## src/rtl/tmr_err_monitor.sv

```systemverilog
// tmr_err_monitor
// Takes the err output of a TMR voter and converts it into system status:
// rising-edge fault events, a saturating lifetime fault count, a sticky
// flag, and a windowed-rate alarm that software clears.
//
// Ports:
//   clk          system clock, rising edge
//   rst          synchronous reset, active-high
//   err_in       voter error level (may stay high for many cycles)
//   clr          single-cycle clear of count, sticky, alarm and window
//   o_err_pulse  one-cycle pulse per fault event
//   o_fault_cnt  lifetime fault events since reset/clr, saturating
//   o_sticky     set by any event, held until clr
//   o_alarm      THRESH events seen within one WINDOW, held until clr
//   o_state      FSM state for debug (0 IDLE, 1 WIN, 2 ALARM)
//
// state | meaning
// ------+-------------------------------------------------------------
// IDLE  | no window open, waiting for the first event
// WIN   | window open, timer running, counting events toward THRESH
// ALARM | threshold reached; window frozen until clr or rst

module tmr_err_monitor #(
    parameter int CNT_WIDTH = 8,
    parameter int THRESH    = 4,
    parameter int WINDOW    = 16
) (
    input  logic                 clk,
    input  logic                 rst,
    input  logic                 err_in,
    input  logic                 clr,
    output logic                 o_err_pulse,
    output logic [CNT_WIDTH-1:0] o_fault_cnt,
    output logic                 o_sticky,
    output logic                 o_alarm,
    output logic [1:0]           o_state
);

    localparam logic [1:0] S_IDLE  = 2'd0;
    localparam logic [1:0] S_WIN   = 2'd1;
    localparam logic [1:0] S_ALARM = 2'd2;

    localparam int TW = (WINDOW > 2) ? $clog2(WINDOW) : 1;

    localparam logic [TW-1:0]        WIN_LAST = TW'(WINDOW - 1);
    localparam logic [CNT_WIDTH-1:0] THRESH_V = CNT_WIDTH'(THRESH);
    localparam logic [CNT_WIDTH-1:0] CNT_MAX  = '1;
    localparam logic [CNT_WIDTH-1:0] ONE      = CNT_WIDTH'(1);

    logic                 err_q, err_d;
    logic                 pulse_q, pulse_d;
    logic [CNT_WIDTH-1:0] cnt_q, cnt_d;
    logic                 sticky_q, sticky_d;
    logic                 alarm_q, alarm_d;
    logic [1:0]           state_q, state_d;
    logic [TW-1:0]        timer_q, timer_d;
    // win_cnt never exceeds THRESH, which is bounded by the counter range
    logic [CNT_WIDTH-1:0] win_q, win_d;

    logic                 ev;
    logic [CNT_WIDTH-1:0] cnt_b, win_b, win_nxt;
    logic                 sticky_b;
    logic [1:0]           state_b;
    logic [TW-1:0]        timer_b;

    always_comb begin
        ev      = err_in & ~err_q;
        err_d   = err_in;
        pulse_d = ev;

        // clr is applied first; a same-edge event then lands on the cleared state
        if (clr) begin
            cnt_b    = '0;
            sticky_b = 1'b0;
            state_b  = S_IDLE;
            win_b    = '0;
            timer_b  = '0;
        end else begin
            cnt_b    = cnt_q;
            sticky_b = sticky_q;
            state_b  = state_q;
            win_b    = win_q;
            timer_b  = timer_q;
        end

        cnt_d = cnt_b;
        if (ev && (cnt_b != CNT_MAX)) begin
            cnt_d = cnt_b + ONE;
        end
        sticky_d = sticky_b | ev;

        state_d = state_b;
        win_d   = win_b;
        timer_d = timer_b;
        win_nxt = win_b + ONE;

        case (state_b)
            S_IDLE: begin
                if (ev) begin
                    timer_d = '0;
                    win_d   = ONE;
                    state_d = (THRESH == 1) ? S_ALARM : S_WIN;
                end
            end
            S_WIN: begin
                timer_d = timer_b + 1'b1;
                // threshold wins over expiry on the same edge
                if (ev && (win_nxt >= THRESH_V)) begin
                    state_d = S_ALARM;
                    win_d   = win_nxt;
                    timer_d = timer_b;
                end else if (timer_b == WIN_LAST) begin
                    timer_d = '0;
                    if (ev) begin
                        win_d = ONE;
                    end else begin
                        state_d = S_IDLE;
                        win_d   = '0;
                    end
                end else if (ev) begin
                    win_d = win_nxt;
                end
            end
            S_ALARM: begin
                // window progress frozen until clr/rst
            end
            default: begin
                state_d = S_IDLE;
                win_d   = '0;
                timer_d = '0;
            end
        endcase

        alarm_d = (state_d == S_ALARM);
    end

    always_ff @(posedge clk) begin
        if (rst) begin
            err_q    <= 1'b0;
            pulse_q  <= 1'b0;
            cnt_q    <= '0;
            sticky_q <= 1'b0;
            alarm_q  <= 1'b0;
            state_q  <= S_IDLE;
            timer_q  <= '0;
            win_q    <= '0;
        end else begin
            err_q    <= err_d;
            pulse_q  <= pulse_d;
            cnt_q    <= cnt_d;
            sticky_q <= sticky_d;
            alarm_q  <= alarm_d;
            state_q  <= state_d;
            timer_q  <= timer_d;
            win_q    <= win_d;
        end
    end

    assign o_err_pulse = pulse_q;
    assign o_fault_cnt = cnt_q;
    assign o_sticky    = sticky_q;
    assign o_alarm     = alarm_q;
    assign o_state     = state_q;

endmodule

```

## config.mk

```make
export PLATFORM = sky130hd
export DESIGN_NAME = tmr_err_monitor
export DESIGN_NICKNAME = d
export VERILOG_FILES = /design/src/rtl/tmr_err_monitor.sv
export SDC_FILE = /design/constraint.sdc
export NUM_CORES = 1
export LEC_CHECK = 0
export CORE_MARGIN = 5
export CORE_UTILIZATION = 45
export CTS_BUF_LIST = sky130_fd_sc_hd__clkbuf_2
export DETAILED_ROUTE_END_ITERATION = 7
export PLACE_DENSITY = 0.68
export SYNTH_ARGS = -nofsm -noshare
export SYNTH_HDL_FRONTEND = slang
export SYNTH_SLANG_ARGS = --single-unit
```

## constraint.sdc

```tcl
create_clock -name clk -period 3.3 [get_ports clk]
set_clock_uncertainty 0.05 [all_clocks]
set_input_delay 0.66 -clock clk [delete_from_list [all_inputs] [get_ports clk]]
set_output_delay 0.66 -clock clk [all_outputs]
set_load 0.05 [all_outputs]
```

## Yosys cells after proc, flatten, opt, wreduce, memory -nomap -nowiden

Index checks and enable logic that the tools add are counted.

| operators by class | value |
|---|---|
| $add $sub $neg | 3 |
| $lt $le $gt $ge | 1 |
| equality and inequality tests | 5 |
| multiplexer cells | 21 |
| bitwise operators | 3 |
| reduce and logical (&&, ||, !) cells | 3 |

Operator list:

| cell | number |
|---|---|
| 8-bit 2-to-1 mux | 7 |
| 8-bit one-hot mux with 3 select lines | 1 |
| 8-bit by 1-bit adder with 8-bit output (second input constant) | 2 |
| 4-bit 2-to-1 mux | 4 |
| 4-bit one-hot mux with 3 select lines | 1 |
| 2-bit 2-to-1 mux | 5 |
| 8-bit by 3-bit greater-or-equal comparator with 1-bit output (second input constant) | 1 |
| 8-bit != test (second input constant) | 1 |
| 2-bit one-hot mux with 3 select lines | 1 |
| 4-bit by 1-bit adder with 4-bit output (second input constant) | 1 |
| 2-bit == test (second input constant) | 2 |
| 4-bit == test (second input constant) | 1 |
| 2-bit by 1-bit == test with 1-bit output (second input constant) | 1 |
| 1-bit logical AND | 2 |
| 2-bit logical NOT | 1 |
| 1-bit 2-to-1 mux | 2 |
| 1-bit bitwise AND | 1 |
| 1-bit NOT | 1 |
| 1-bit OR | 1 |

| word-level totals | value |
|---|---|
| register bits | 26 |
| logic and storage cells | 44 |

## Longest topological paths before layout

| logic depth | value |
|---|---|
| word-level depth | 7 |
| gate-level depth with buffers | 11 |

## Worst setup path after synthesis

OpenSTA, ideal clock, no wires.

| path | value |
|---|---|
| path kind | in2reg |
| start | input clr |
| end | register win_q[7] |
| library setup time | 122 ps |
| data arrival time | 2714 ps |
| slack | 413 ps |
| stages on the path | 11 |
| path buffers | 3 |
| cell sequence | buf_2 > clkbuf_1 > nor2b_1 > ha_1 > and4_1 > a211oi_2 > a311oi_2 > or3_1 > buf_6 > o2111ai_2 > nand3_1 |

| on the way | value |
|---|---|
| longest elaborated chain between the ends | 6 |
| elaborated cells between the ends (all ways) | 15 |

RTL lines:

| item | line | RTL |
|---|---|---|
| start, declared | 31 | `input logic clr,` |
| 8-bit 2-to-1 mux | 72 | `if (clr) begin` |
| 8-bit by 1-bit adder with 8-bit output | 95 | `win_nxt = win_b + ONE;` |
| 8-bit by 3-bit greater-or-equal comparator with 1-bit output or 8-bit 2-to-1 mux (tied branches) | 108, 120 |  |
| 1-bit logical AND or 8-bit 2-to-1 mux (tied branches) | 108, 112 |  |
| 8-bit 2-to-1 mux | 108 | `if (ev && (win_nxt >= THRESH_V)) begin` |
| 8-bit one-hot mux with 3 select lines (*) | 97 | `case (state_b)` |
| end signal, assigned | 155 | `win_q <= win_d;` |
| end, declared | 58 | `logic [CNT_WIDTH-1:0] win_q, win_d;` |

Every way passes the cells marked *; elsewhere a longest branch is shown, timed or not.
A chain may end at the register's enable or synchronous reset.

## Worst setup path after layout

| path | value |
|---|---|
| start | input clr |
| end | register timer_q[0] |

| on the way | value |
|---|---|
| longest elaborated chain between the ends | 6 |
| elaborated cells between the ends (all ways) | 15 |

RTL lines:

| item | line | RTL |
|---|---|---|
| 8-bit 2-to-1 mux | 72 |  |
| 8-bit by 1-bit adder with 8-bit output | 95 |  |
| 8-bit by 3-bit greater-or-equal comparator with 1-bit output | 108 |  |
| 1-bit logical AND | 108 |  |
| 4-bit 2-to-1 mux | 108 |  |
| 4-bit one-hot mux with 3 select lines (*) | 97 |  |
| end signal, assigned | 154 | `timer_q <= timer_d;` |
| end, declared | 56 | `logic [TW-1:0] timer_q, timer_d;` |

Marks and branches as above.

==> flow_metrics.env <==
export IMPL_run_status="finished, final reports clean"
export IMPL_hold_viol_final=0
export IMPL_finalMaxSlewViolations=0
export IMPL_final_util_pct=53.06
export IMPL_die_area_um2=4712
export IMPL_largest_net_degree_at_the_start_of_global_routing=25
export IMPL_ctsRootBufferMaster="clkbuf_2"
export IMPL_cts_hold_repair_buffers=0
export IMPL_critical_path_cell_chain="clkdlybuf4s50_1, nor2b_1, ha_1, and4_1, or2_1, a311oi_2, nor3_2, o21ai_1, mux2_2"
export IMPL_layout_area_overhead_vs_synth_pct=14.39
export IMPL_synth_largest_area_cell="dfxtp_1"
export IMPL_total_leakage_power_nw=0.6754
export IMPL_ant_nets=0
export IMPL_cts_inserted_buffers=3
export IMPL_grt_overflow_total=0
export IMPL_setup_tns_final_ns=0
export IMPL_detailedPlacementHpwl_um=2762
export IMPL_post_cts_resize_count=0
export IMPL_reg2reg_depth=8
export IMPL_grt_antenna_before_repair=0
export IMPL_core_area_um2=3337
export IMPL_initial_util_pct=46.38
export IMPL_min_path_cells=1
export IMPL_yosys_cell_count_top_type="dfxtp_1"
export IMPL_timing_final_crit_period_ns=2.893
export IMPL_synth_seq_area_share_pct=33.63
export IMPL_worstPathArrival_ns=3.11
export IMPL_cts_reportedPaths_clkPinSlew_ns=0.25
export IMPL_critPathBufInv=1
export IMPL_drt_pre_antenna_iters=4
export IMPL_cp_max_stage_delay_ns=0.48
export IMPL_synth_avg_cell_area_um2=8.277
export IMPL_slew_headroom_pct=66.04
export IMPL_synth_cells=187
export IMPL_cp_data_required_time_ns=3.52
export IMPL_wirelength_um=3733
export IMPL_synth_ff_type="dfxtp_1"
export IMPL_detail_route_wl_per_cell_um=14.99
export IMPL_place_gp_congestion=0.8910
export IMPL_worst_skew_pair_late_latency_ns=0.35
export IMPL_ctsLongestPathBuffers=2
export IMPL_worstHoldPathType="reg -> reg"
export IMPL_crit_slowest_cell="nor3_2"
export IMPL_asyncSetResetFlopFracSynth_pct=0
export IMPL_grt_pass1_vias=1363
export IMPL_worst_setup_path_end_kind="flop"
export IMPL_synth_top_cell_area_share_pct=33.63
export IMPL_finish_net_count=212
export IMPL_max_slew_worst_pin_slew_ns=0.5079
export IMPL_timing_max_cap_violations=0
export IMPL_design_portCount=17
export IMPL_rsz0062_at_grt="false"
export IMPL_synth_seq_cells=26
export IMPL_total_routing_resource_utilization_after_global_routing_pct=17.56
export IMPL_worst_ir_drop_vdd_v=0.0002053
export IMPL_num_rows=21
export IMPL_route_detailed_drc=0
export IMPL_htree_levels=1
export IMPL_tritoncts="yes"
export IMPL_yosys_top_cells_area="dfxtp_1, nor2b_1, nor2_1"
export IMPL_die_height_um=68.65
export IMPL_detailroute_via_count=1460
export IMPL_yosysUniqueCellTypes=56
export IMPL_net_count_after_synthesis=195
export IMPL_synth_area_um2=1548
export IMPL_worst_path_max_fanout=6
export IMPL_port_buffers=16
export IMPL_critical_path_top_delay_family="simple AND/OR/NAND/NOR gates"
export IMPL_critPathKind="in -> reg"
export IMPL_timing_fmax_mhz=345.7
export IMPL_detailedRoute_firstIterationViolations=139
export IMPL_yosysWarningCount=0
export IMPL_critical_path_cell_count=9
export IMPL_n_antenna_cell=0
export IMPL_postCtsSetupBuffers=0
export IMPL_drive_gt1_share_pct=9.852
export IMPL_preCtsSetupSlack_ns=0.04426
export IMPL_timing_final_ws_setup_ns=0.4075
export IMPL_grt_first_pass_wirelength_um=6327
export IMPL_layout_worst_path_cycle_share_pct=87.65
export IMPL_drt_vias_per_instance=5.863
export IMPL_die_w_um=68.65
export IMPL_nature_of_the_critical_path_startpoint="primary input"
export IMPL_post_synth_edffs=0
export IMPL_setup_viol=0
export IMPL_post_synth_most_frequent_cells="dfxtp_1, nor2_1, nand2_1"
export IMPL_p_per_area_nw_per_um2=298.2
export IMPL_fillerInstances=336
export IMPL_tritoncts_num_sinks=26
metal layers:
metal  part of all wire (%)  GRT usage (%)  vias to the layer above
met5                      0              0                        -
met4                    1.9          7.692                        0
met3                    4.2          3.079                       10
met2                     48          28.84                       39
met1                     46          22.34                      692
li1                       -              -                      719
final cells by class:
type / instances / area [µm²] / share of cell area [%]
sequential: 26 / 520.5 / 29.40
tap: 46 / 57.56 / 3.251
inverter: 3 / 11.26 / 0.6360
clock inverter: 1 / 3.754 / 0.2120
multi-input combinational: 149 / 964.7 / 54.49
timing repair buffer: 21 / 197.7 / 11.17
clock buffer: 3 / 15.01 / 0.8481
worst register-to-register path, delay by kind of cell (launching register included):
family / cells / cell delay [ns]
fa+ha+maj: 1 / 0.28
mux: 1 / 0.28
flops: 1 / 0.49
simple gates: 4 / 1.21
compound gates: 2 / 0.29
sequential cells by signal, indices dropped and copies added, names as in the netlist:
name,count
o_sticky,1
o_err_pulse,1
o_alarm,1
win_q,8
err_q,1
timer_q,4
o_fault_cnt,8
o_state,2
cells in the final DEF (no fill, tap or decap), types with 2 or more instances in the layout:
cell type / synthesis / layout
a21o_1: 3 / 3
a21oi_1: 9 / 9
a22o_1: 2 / 2
a311oi_2: 2 / 2
a31oi_1: 5 / 5
and2_1: 2 / 2
and3b_1: 2 / 2
buf_4: 2 / 5
clkbuf_2: 0 / 3
clkdlybuf4s50_1: 0 / 16
dfxtp_1: 26 / 26
ha_1: 4 / 4
inv_1: 2 / 2
nand2_1: 17 / 17
nand2b_1: 4 / 4
nand3_1: 6 / 6
nand4_1: 3 / 3
nor2_1: 19 / 19
nor2b_1: 12 / 12
nor3_1: 4 / 4
nor4_1: 2 / 2
o21ai_0: 8 / 8
o21ai_1: 4 / 4
o221ai_1: 2 / 2
or2_2: 2 / 2
or3_1: 6 / 6
xnor2_1: 4 / 4
power breakdown:
group / internal, mW / switching [mW] / total, mW
clock: 0.0263 / 0.0950 / 0.121
combinational: 0.0295 / 0.0500 / 0.0795
sequential: 0.321 / 0.00576 / 0.327
logic make-up (layout without fill, tap and decap cells):
family	after synthesis	after routing	synth area share [%]
muxes	2	2	1.374
and+or+nand+nor	88	88	31.53
buffers and inverters	12	28	4.041
xor gates and xnor gates	5	5	2.829
DFF	26	26	33.63
adders and majority gates	4	4	3.234
AOI/OAI and AO/OA	50	50	23.36
metrics by stage:
step	power [mW]	area (µm²)	instances	hold slack, ns
after floorplan	0.3848	1548	187	0.4078
after CTS	0.5345	1770	249	0.4439
after detailed placement	0.4118	1752	245	0.3920
after global routing	0.5590	1770	249	0.4715
final	0.5279	1770	249	0.4359
after global placement	0.4113	1752	245	0.3853
final timing paths:
kind,start,to,slack (ns)
max,clr,timer_q[0],0.41
min,o_sticky,o_sticky,0.44
min reg2reg,o_sticky,o_sticky,0.44
max reg2reg,win_q[0],timer_q[0],0.63
(Power assumes the default switching activity.)
